### src/rtl/mmio_input_event_ctrl.sv
// Memory-mapped button/switch/LED controller: synchronises and debounces buttons into
// sticky press events read one at a time, exposes synchronised switches and an LED register.
module mmio_input_event_ctrl #(
    parameter int NUM_BTN         = 4,
    parameter int NUM_SW          = 16,
    parameter int LED_W           = 16,
    parameter int DEBOUNCE_CYCLES = 250000,
    parameter int ADDR_W          = 32,
    parameter logic [ADDR_W-1:0] BTN_ADDR = ADDR_W'(4096),
    parameter logic [ADDR_W-1:0] SW_ADDR  = ADDR_W'(4097),
    parameter logic [ADDR_W-1:0] LED_ADDR = ADDR_W'(4)
) (
    input  logic               clock,
    input  logic               reset,
    input  logic [NUM_BTN-1:0] btn_raw,
    input  logic [NUM_SW-1:0]  sw_raw,
    input  logic [ADDR_W-1:0]  bus_addr,
    input  logic [31:0]        bus_wdata,
    input  logic               bus_wren,
    input  logic               bus_rden,
    output logic               io_hit,
    output logic [31:0]        io_rdata,
    output logic [LED_W-1:0]   led,
    output logic [NUM_BTN-1:0] btn_level
);

    localparam int CNT_W = $clog2(DEBOUNCE_CYCLES) + 1;
    localparam logic [CNT_W-1:0] CNT_MAX = CNT_W'(DEBOUNCE_CYCLES - 1);

    logic [NUM_BTN-1:0] btn_meta, btn_sync;
    logic [NUM_SW-1:0]  sw_meta, sw_sync;
    logic [CNT_W-1:0]   cnt      [NUM_BTN];
    logic [CNT_W-1:0]   cnt_next [NUM_BTN];
    logic [NUM_BTN-1:0] lvl, lvl_next, rise;
    logic [NUM_BTN-1:0] pend, pend_next, clr_onehot;
    logic [31:0]        btn_code;
    logic               btn_sel, sw_sel, btn_read, led_write;
    logic               unused_wdata;

    assign unused_wdata = ^bus_wdata;

    always_ff @(posedge clock or negedge reset) begin
        if (!reset) begin
            btn_meta <= '0;
            btn_sync <= '0;
            sw_meta  <= '0;
            sw_sync  <= '0;
        end else begin
            btn_meta <= btn_raw;
            btn_sync <= btn_meta;
            sw_meta  <= sw_raw;
            sw_sync  <= sw_meta;
        end
    end

    // A level is accepted only after the synchronised input has differed from it
    // for DEBOUNCE_CYCLES consecutive cycles; an accepted 0->1 change is a press.
    always_comb begin
        lvl_next = lvl;
        rise     = '0;
        for (int i = 0; i < NUM_BTN; i++) begin
            cnt_next[i] = '0;
            if (btn_sync[i] != lvl[i]) begin
                if (cnt[i] == CNT_MAX) begin
                    lvl_next[i] = btn_sync[i];
                    rise[i]     = btn_sync[i];
                end else begin
                    cnt_next[i] = cnt[i] + CNT_W'(1);
                end
            end
        end
    end

    assign btn_sel   = (bus_addr == BTN_ADDR);
    assign sw_sel    = (bus_addr == SW_ADDR);
    assign io_hit    = btn_sel | sw_sel;
    assign btn_read  = bus_rden & btn_sel;
    assign led_write = bus_wren & (bus_addr == LED_ADDR);

    // Lowest pending index wins; the code is index+1 so that 0 means "nothing pending".
    always_comb begin
        btn_code   = '0;
        clr_onehot = '0;
        for (int i = NUM_BTN - 1; i >= 0; i--) begin
            if (pend[i]) begin
                btn_code      = 32'(i + 1);
                clr_onehot    = '0;
                clr_onehot[i] = 1'b1;
            end
        end
    end

    // A press landing in the same cycle as its own clear keeps the event pending.
    assign pend_next = (pend & ~(btn_read ? clr_onehot : '0)) | rise;

    always_comb begin
        io_rdata = '0;
        if (btn_sel) begin
            io_rdata = btn_code;
        end else if (sw_sel) begin
            io_rdata = 32'(sw_sync);
        end
    end

    always_ff @(posedge clock or negedge reset) begin
        if (!reset) begin
            for (int i = 0; i < NUM_BTN; i++) begin
                cnt[i] <= '0;
            end
            lvl  <= '0;
            pend <= '0;
            led  <= '0;
        end else begin
            for (int i = 0; i < NUM_BTN; i++) begin
                cnt[i] <= cnt_next[i];
            end
            lvl  <= lvl_next;
            pend <= pend_next;
            if (led_write) begin
                led <= bus_wdata[LED_W-1:0];
            end
        end
    end

    assign btn_level = lvl;

endmodule
### config.mk
export PLATFORM = sky130hd
export DESIGN_NAME = mmio_input_event_ctrl
export DESIGN_NICKNAME = d
export VERILOG_FILES = /design/src/rtl/mmio_input_event_ctrl.sv
export SDC_FILE = /design/constraint.sdc
export NUM_CORES = 1
export LEC_CHECK = 0
export ABC_AREA = 1
export CORE_ASPECT_RATIO = 1.75
export CORE_UTILIZATION = 45
export DETAILED_ROUTE_END_ITERATION = 12
export PLACE_DENSITY = 0.79
export SLEW_MARGIN = 20
export SYNTH_ARGS = -nofsm -noshare
export SYNTH_HDL_FRONTEND = slang
export SYNTH_SLANG_ARGS = --single-unit
### constraint.sdc
create_clock -name clock -period 3.37 [get_ports clock]
set_clock_uncertainty 0.15 [all_clocks]
set_input_delay 0.674 -clock clock [delete_from_list [all_inputs] [get_ports clock]]
set_output_delay 0.674 -clock clock [all_outputs]
set_load 0.005 [all_outputs]
==> results.md, run 1 <==
* Largest net degree at the start of global routing at 67
* P_int at 3.043 mW
* Routed length per instance at 14.13 um
* Inst Count DP at 1,122
* TNS Setup at 0 ns
* Row Count at 59
* Initial antenna violation count at 0
* Crit Path Class: primary input to primary output
* Pleak at 4.118 nW
* Nets at 1,053
* Min Tclk post-route at 3.181 ns
* R2R cell count at 6
* Residual DRC count at 0
* Area of the core at 14,840 um2
* Synth top area cells: dfrtp_1 (51%), nand2_1 (10%), nor2_1 (8.2%), nand3_1 (5.9%), inv_1 (4.7%)
* First-pass GRT wire length at 26,050 um
* Vias in the first global route at 5,825
* Die width at 95.12 um
* Root Driver: clkbuf_16
* Reg-to-Reg End: cnt[23]$_DFF_PN0_
* Drt via density at 5.057
* Max Clock Freq at 314.4 MHz
* Max clock buf depth at 2
* Reg clk slew, reported paths at 0.06 ns
* Sw Pwr at 0.8437 mW
* Slew @ Worst Pin at 0.6221 ns
* Fin. Hold Viols at 0
* Ys Warns at 0
* Syn avg cell area at 8.246 um2
* Share of cells above drive strength 1 at 10.37%
* CP Max Fanout at 2
* Worst min path class: primary input to async pin
* Sequential Power Share at 44.7%
* Worst r2r src: cnt[19]$_DFF_PN0_
* CP arrival at 2.36 ns
* Clock Sinks at 140
* Sequential cell area fraction in the yosys report at 51.31%
* Clock latency on the worst-skew pair at 0.42 ns
* Port bufs at 108
* Distinct cells, synth at 34
* VDD IR max at 0.3635 mV
* Power share of the combinational group at 4.9%
* Die Outline Area at 15,690 um2
* RSZ-0062 raised after global routing: false
* Final Slew Violations at 0
* CTS tree: done
* Hold_ws at 0.09195 ns
* Worst setup EP type: primary output
* Fin cells at 1,157
* DRT iter0 DRCs at 334
* Synth Cell Area at 6828 um2
* DP Wirelength at 11,620 um
* Ports at 141
* CP Data Required Time at 2.55 ns
* Global route overflow at 0
* Die height at 165.0 um
* Switch share at 21.71%
* Final Util at 59.50%
* Post-route ant nets at 0
* H-Tree Depth at 4
* Synth area leader: dfrtp_1
* Drt pass-1 iters at 5
* Ys async rst share at 100.0%
* PD cells at 440.3 nW/um2
* FF+latch count, synth at 140
* Max transition margin at 58.52%
* Outcome: completed
* Total power at 3.887 mW
* Synth top area share at 51.31%
* Total track usage at 21.88%
* CTS Buf Count at 17
* Clock share of power at 50.4%
* Setup slack, reg-to-reg at 1.52 ns
* Post-Synthesis Cells at 828
* CTS Hold Bufs at 0
* Via Count at 5,851
* Synth-to-Final Area Change at 29.30%
* Detailed Route WL at 16,350 um
* Ys flop type: dfrtp_1
* Final setup fails at 0
* Final period util at 94.38%
* # diodes at 0
* Startpoint class of the critical path: primary input
* Post-synth EDFFs at 0
* Starting Density at 46.02%
* Max_cap viols at 0
* Gp weighted congestion at 0.9464
worst max path at each step:
stage,startpoint,to,cells past startpoint
floorplan,bus_addr[11],io_rdata[10],8
global placement,bus_addr[11],io_rdata[7],10
detailed placement,bus_addr[12],io_rdata[7],11
CTS,bus_addr[12],io_rdata[6],11
global route,bus_addr[12],io_hit,9
finish,bus_addr[12],io_hit,9
cells by family (layout without fill, tap and decap cells):
logic type,Yosys count,in the layout,share of synthesized area (%)
AND/OR/NAND/NOR,503,503,33.17
flip-flops,140,140,51.31
buffers and inverters,115,246,7.550
XOR/XNOR,38,38,4.984
AO/OA/AOI/OAI,27,27,2.199
adder cells (fa/ha/maj),4,4,0.7330
other,1,16,0.05492
repair_timing:
item                       in CTS  in global routing
gates resized for setup        12                 12
setup endpoints to repair      12                  7
buffers inserted                2                  1
pin swaps                       3                  1
state kept, by name, summed over array words and instances (netlist names):
| register | count |
|---|---|
| btn_level | 4 |
| sw_meta | 16 |
| cnt | 76 |
| btn_sync | 4 |
| pend | 4 |
| sw_sync | 16 |
| btn_meta | 4 |
| led | 16 |
metal layers:
metal	global-route usage [%]	wire (um)
met5	0	0
met4	11.36	680
met3	5.433	934
met2	40.45	8779
met1	21.90	5958
cells in the final DEF, fill, tap and decap left out, types with 5 or more instances in the layout:
master	instances
xor2_1	29
nand3_2	5
a31oi_1	6
dlygate4sd2_1	9
nor2_4	11
clkdlybuf4s50_1	91
a21oi_1	10
dfrtp_1	140
buf_4	10
o21ai_0	6
nand4_1	18
clkbuf_16	17
nand3_1	80
xnor2_1	8
nand2_2	5
nor2_1	147
nand2_1	186
nor2_2	22
inv_1	86
conb_1	16
dlymetal6s2s_1	7
nor3_1	18
cell usage after synthesis (2+ instances only):
cell type / count
nand2_1: 186
nor2_1: 150
dfrtp_1: 140
inv_1: 86
nand3_1: 80
xor2_1: 29
nor2_2: 21
buf_4: 18
nand4_1: 18
nor3_1: 18
a21oi_1: 10
nor2_4: 9
xnor2_1: 8
a31oi_1: 6
nand2_2: 6
o21ai_0: 6
inv_2: 5
nand3_2: 5
ha_1: 4
a211oi_1: 3
buf_6: 2
clkbuf_1: 2
nand3b_1: 2
nor3_2: 2
nor3b_1: 2
o21ai_1: 2
stage by stage:
step,area (um2),worst slack [ns]
after global routing,8828,0.06588
after global placement,8145,-0.02055
after floorplan,6884,1.065
after detailed placement,8145,-0.05182
after CTS,8785,0.002457
final,8828,0.1892
critical path: stages:
cell	delay [ns]
clkdlybuf4s50_1	0.48
inv_1	0.04
nor2_1	0.07
nand2_1	0.06
nor2_2	0.12
nand3_2	0.12
buf_4	0.15
a21oi_1	0.11
clkdlybuf4s50_1	0.52
layout make-up:
type	count	area [um2]
Fill cell	1288	6010
Timing Repair Buffer	122	1235
Clock inverter	12	158.9
Multi-Input combinational cell	588	2888
Inverter	92	347.8
Sequential cell	140	3503
Tap cell	183	229.0
Clock buffer	20	466.7
power by group through the flow:
| stage | combinational [mW] | clock [mW] | sequential, mW |
|---|---|---|---|
| finish | 0.192 | 1.96 | 1.74 |
| global route | 0.215 | 2.05 | 1.74 |
| CTS | 0.196 | 1.99 | 1.74 |
| detailed placement | 0.193 | 0 | 1.77 |
| global placement | 0.189 | 0 | 1.76 |
| floorplan | 0.0683 | 0 | 1.76 |
Power figures use the tool's default switching activity.
==> run 2, diff against run 1 <==
--- a/config.mk
+++ b/config.mk
@@ -8,6 +8,7 @@
 export ABC_AREA = 1
 export CORE_ASPECT_RATIO = 1.75
 export CORE_UTILIZATION = 45
+export CTS_CLUSTER_SIZE = 30
 export DETAILED_ROUTE_END_ITERATION = 12
 export PLACE_DENSITY = 0.79
 export SLEW_MARGIN = 20
==> results of run 2 <==
The final DEF is identical to that of run 1; final timing and power are the same.
==> run 3, diff against run 2 <==
--- a/config.mk
+++ b/config.mk
@@ -7,10 +7,10 @@
 export LEC_CHECK = 0
 export ABC_AREA = 1
 export CORE_ASPECT_RATIO = 1.75
-export CORE_UTILIZATION = 45
+export CORE_UTILIZATION = 35
 export CTS_CLUSTER_SIZE = 30
 export DETAILED_ROUTE_END_ITERATION = 12
-export PLACE_DENSITY = 0.79
+export PLACE_DENSITY = 0.65
 export SLEW_MARGIN = 20
 export SYNTH_ARGS = -nofsm -noshare
 export SYNTH_HDL_FRONTEND = slang
==> run 3 against run 2 <==
Via count is 4.4% lower. Global-route usage shrank 4.6 points. Cell area about the same. Worst setup slack lost 0.047 ns. Hold slack worse by 0.055 ns. Cell count is 4.6% higher.
==> results.md, run 3 (synthesized netlist as in run 1, its figures left out) <==
* Outcome: completed
* Max Clock Freq at 309.8 MHz
* Slew @ Worst Pin at 0.5292 ns
* Die width at 107.6 um
* Drt via density at 4.622
* RSZ-0062 raised after global routing: false
* Port bufs at 108
* H-Tree Depth at 4
* Share of cells above drive strength 1 at 9.701%
* Nets at 1,048
* Final period util at 95.79%
* Worst min path class: primary input to async pin
* Residual DRC count at 0
* Setup slack, reg-to-reg at 1.50 ns
* Die Outline Area at 20,090 um2
* Gp weighted congestion at 0.8995
* Clock share of power at 51.4%
* Commonest non-fill, non-tap cell in the layout: nand2_1
* Global route overflow at 0
* Initial antenna violation count at 0
* Reg clk slew, reported paths at 0.06 ns
* Ports at 141
* Most frequent cells in the layout: nand2_1 (186), nor2_1 (149), dfrtp_1 (140)
* Total track usage at 17.32%
* Number of post-CTS setup repair buffers at 0
* Switch share at 21.97%
* CP Max Fanout at 8
* Area of the core at 19,110 um2
* Biggest register: cnt
* Startpoint class of the critical path: primary input
* Root Driver: clkbuf_16
* VDD IR max at 0.3386 mV
* DP Wirelength at 11,820 um
* Via Count at 5,593
* CTS Buf Count at 17
* Crit Path Class: primary input to primary output
* Max_cap viols at 0
* Fillers at 1,826
* Power share of the combinational group at 4.8%
* Clock latency on the worst-skew pair at 0.42 ns
* # diodes at 0
* Starting Density at 35.72%
* Hold_ws at 0.03703 ns
* Largest net degree at the start of global routing at 64
* Sequential Power Share at 43.8%
* Post-route ant nets at 0
* Max reg flops at 76
* PD cells at 448.1 nW/um2
* Worst setup EP type: primary output
* TNS Setup at 0 ns
* CP arrival at 2.40 ns
* P_int at 3.089 mW
* Drt pass-1 iters at 5
* Max transition margin at 64.55%
* DRT iter0 DRCs at 324
* CP Data Required Time at 2.55 ns
* CTS tree: done
* Final setup fails at 0
* Vias in the first global route at 5,696
* First-pass GRT wire length at 27,070 um
* Clock Sinks at 140
* Die height at 186.8 um
* Routed length per instance at 13.14 um
* Row Count at 67
* Sw Pwr at 0.8699 mW
* Detailed Route WL at 15,900 um
* Min Tclk post-route at 3.228 ns
* Pleak at 3.957 nW
* Final Slew Violations at 0
* Max clock buf depth at 2
* Fin. Hold Viols at 0
* Synth-to-Final Area Change at 29.39%
## run 3: changes by cell type in the layout (fill, tap and decap cells not counted), moves of 2 or more
cell	change
nor2_4	-2
buf_4	-2
clkbuf_8	-2
clkdlybuf4s50_1	+13
dlygate4sd2_1	-9
buf_12	-2
nor2_1	+2
dlymetal6s2s_1	-4
inv_6	+2
## run 3: final timing paths
path / to / startpoint / cells past startpoint
min: cnt[3]$_DFF_PN0_ / reset / 1
min in group clock: sw_sync[0]$_DFF_PN0_ / sw_meta[0]$_DFF_PN0_ / 0
max reg2reg: cnt[50]$_DFF_PN0_ / cnt[38]$_DFF_PN0_ / 6
max in group asynchronous: sw_sync[12]$_DFF_PN0_ / reset / 2
max: io_rdata[12] / bus_addr[11] / 10
min reg2reg: sw_sync[0]$_DFF_PN0_ / sw_meta[0]$_DFF_PN0_ / 0
## run 3: stage by stage
step	total power, mW	cell area (um2)	utilization (%)	setup slack, ns	std cells
after floorplan	1.830	6884	-	1.065	843
after global placement	1.956	8178	42.79	0.03893	1178
after detailed placement	1.961	8178	42.79	0.06194	1178
after CTS	4.017	8822	46.16	0.05280	1210
after global routing	4.114	8835	46.22	0.01717	1210
final	3.959	8835	46.22	0.1417	1210
## run 3: critical path, cell delays in order
cell and delay, ns:
clkdlybuf4s50_1 0.45, nor2_1 0.04, nand2_1 0.09, nor2_2 0.06, buf_4 0.13, nand2_2 0.09
buf_4 0.17, nand2_1 0.07, nor2_2 0.10, clkdlybuf4s50_1 0.53
## run 3: routing by layer
| layer | global-route usage, % | wire [um] | up-vias |
|---|---|---|---|
| met1 | 19.53 | 6368 | 2621 |
| met3 | 3.667 | 544 | 25 |
| met5 | 0 | 0 | - |
| li1 | - | - | 2826 |
| met4 | 7.745 | 411 | 0 |
| met2 | 30.70 | 8574 | 121 |
## run 3: final cells by class
class	count	area, um2	area share, %
Sequential cell	140	3503	39.65
Multi-Input combinational cell	588	2868	32.46
Timing Repair Buffer	117	1170	13.24
Clock buffer	18	439.2	4.971
Inverter	92	347.8	3.937
Tap cell	241	301.5	3.413
Clock inverter	14	205.2	2.323
## run 3: power groups by stage
stage	clock network [mW]	logic, mW	registers (mW)
2_1_floorplan	0	0.0683	1.76
4_1_cts	2.09	0.195	1.74
3_5_place_dp	0	0.194	1.77
6_report	2.03	0.190	1.74
3_3_place_gp	0	0.191	1.77
5_1_grt	2.16	0.215	1.74
## run 3: what timing repair did
item | in CTS | in global routing
gates resized for setup | 0 | 6
hold buffers | 0 | 0
endpoints found under the setup margin | 0 | 16
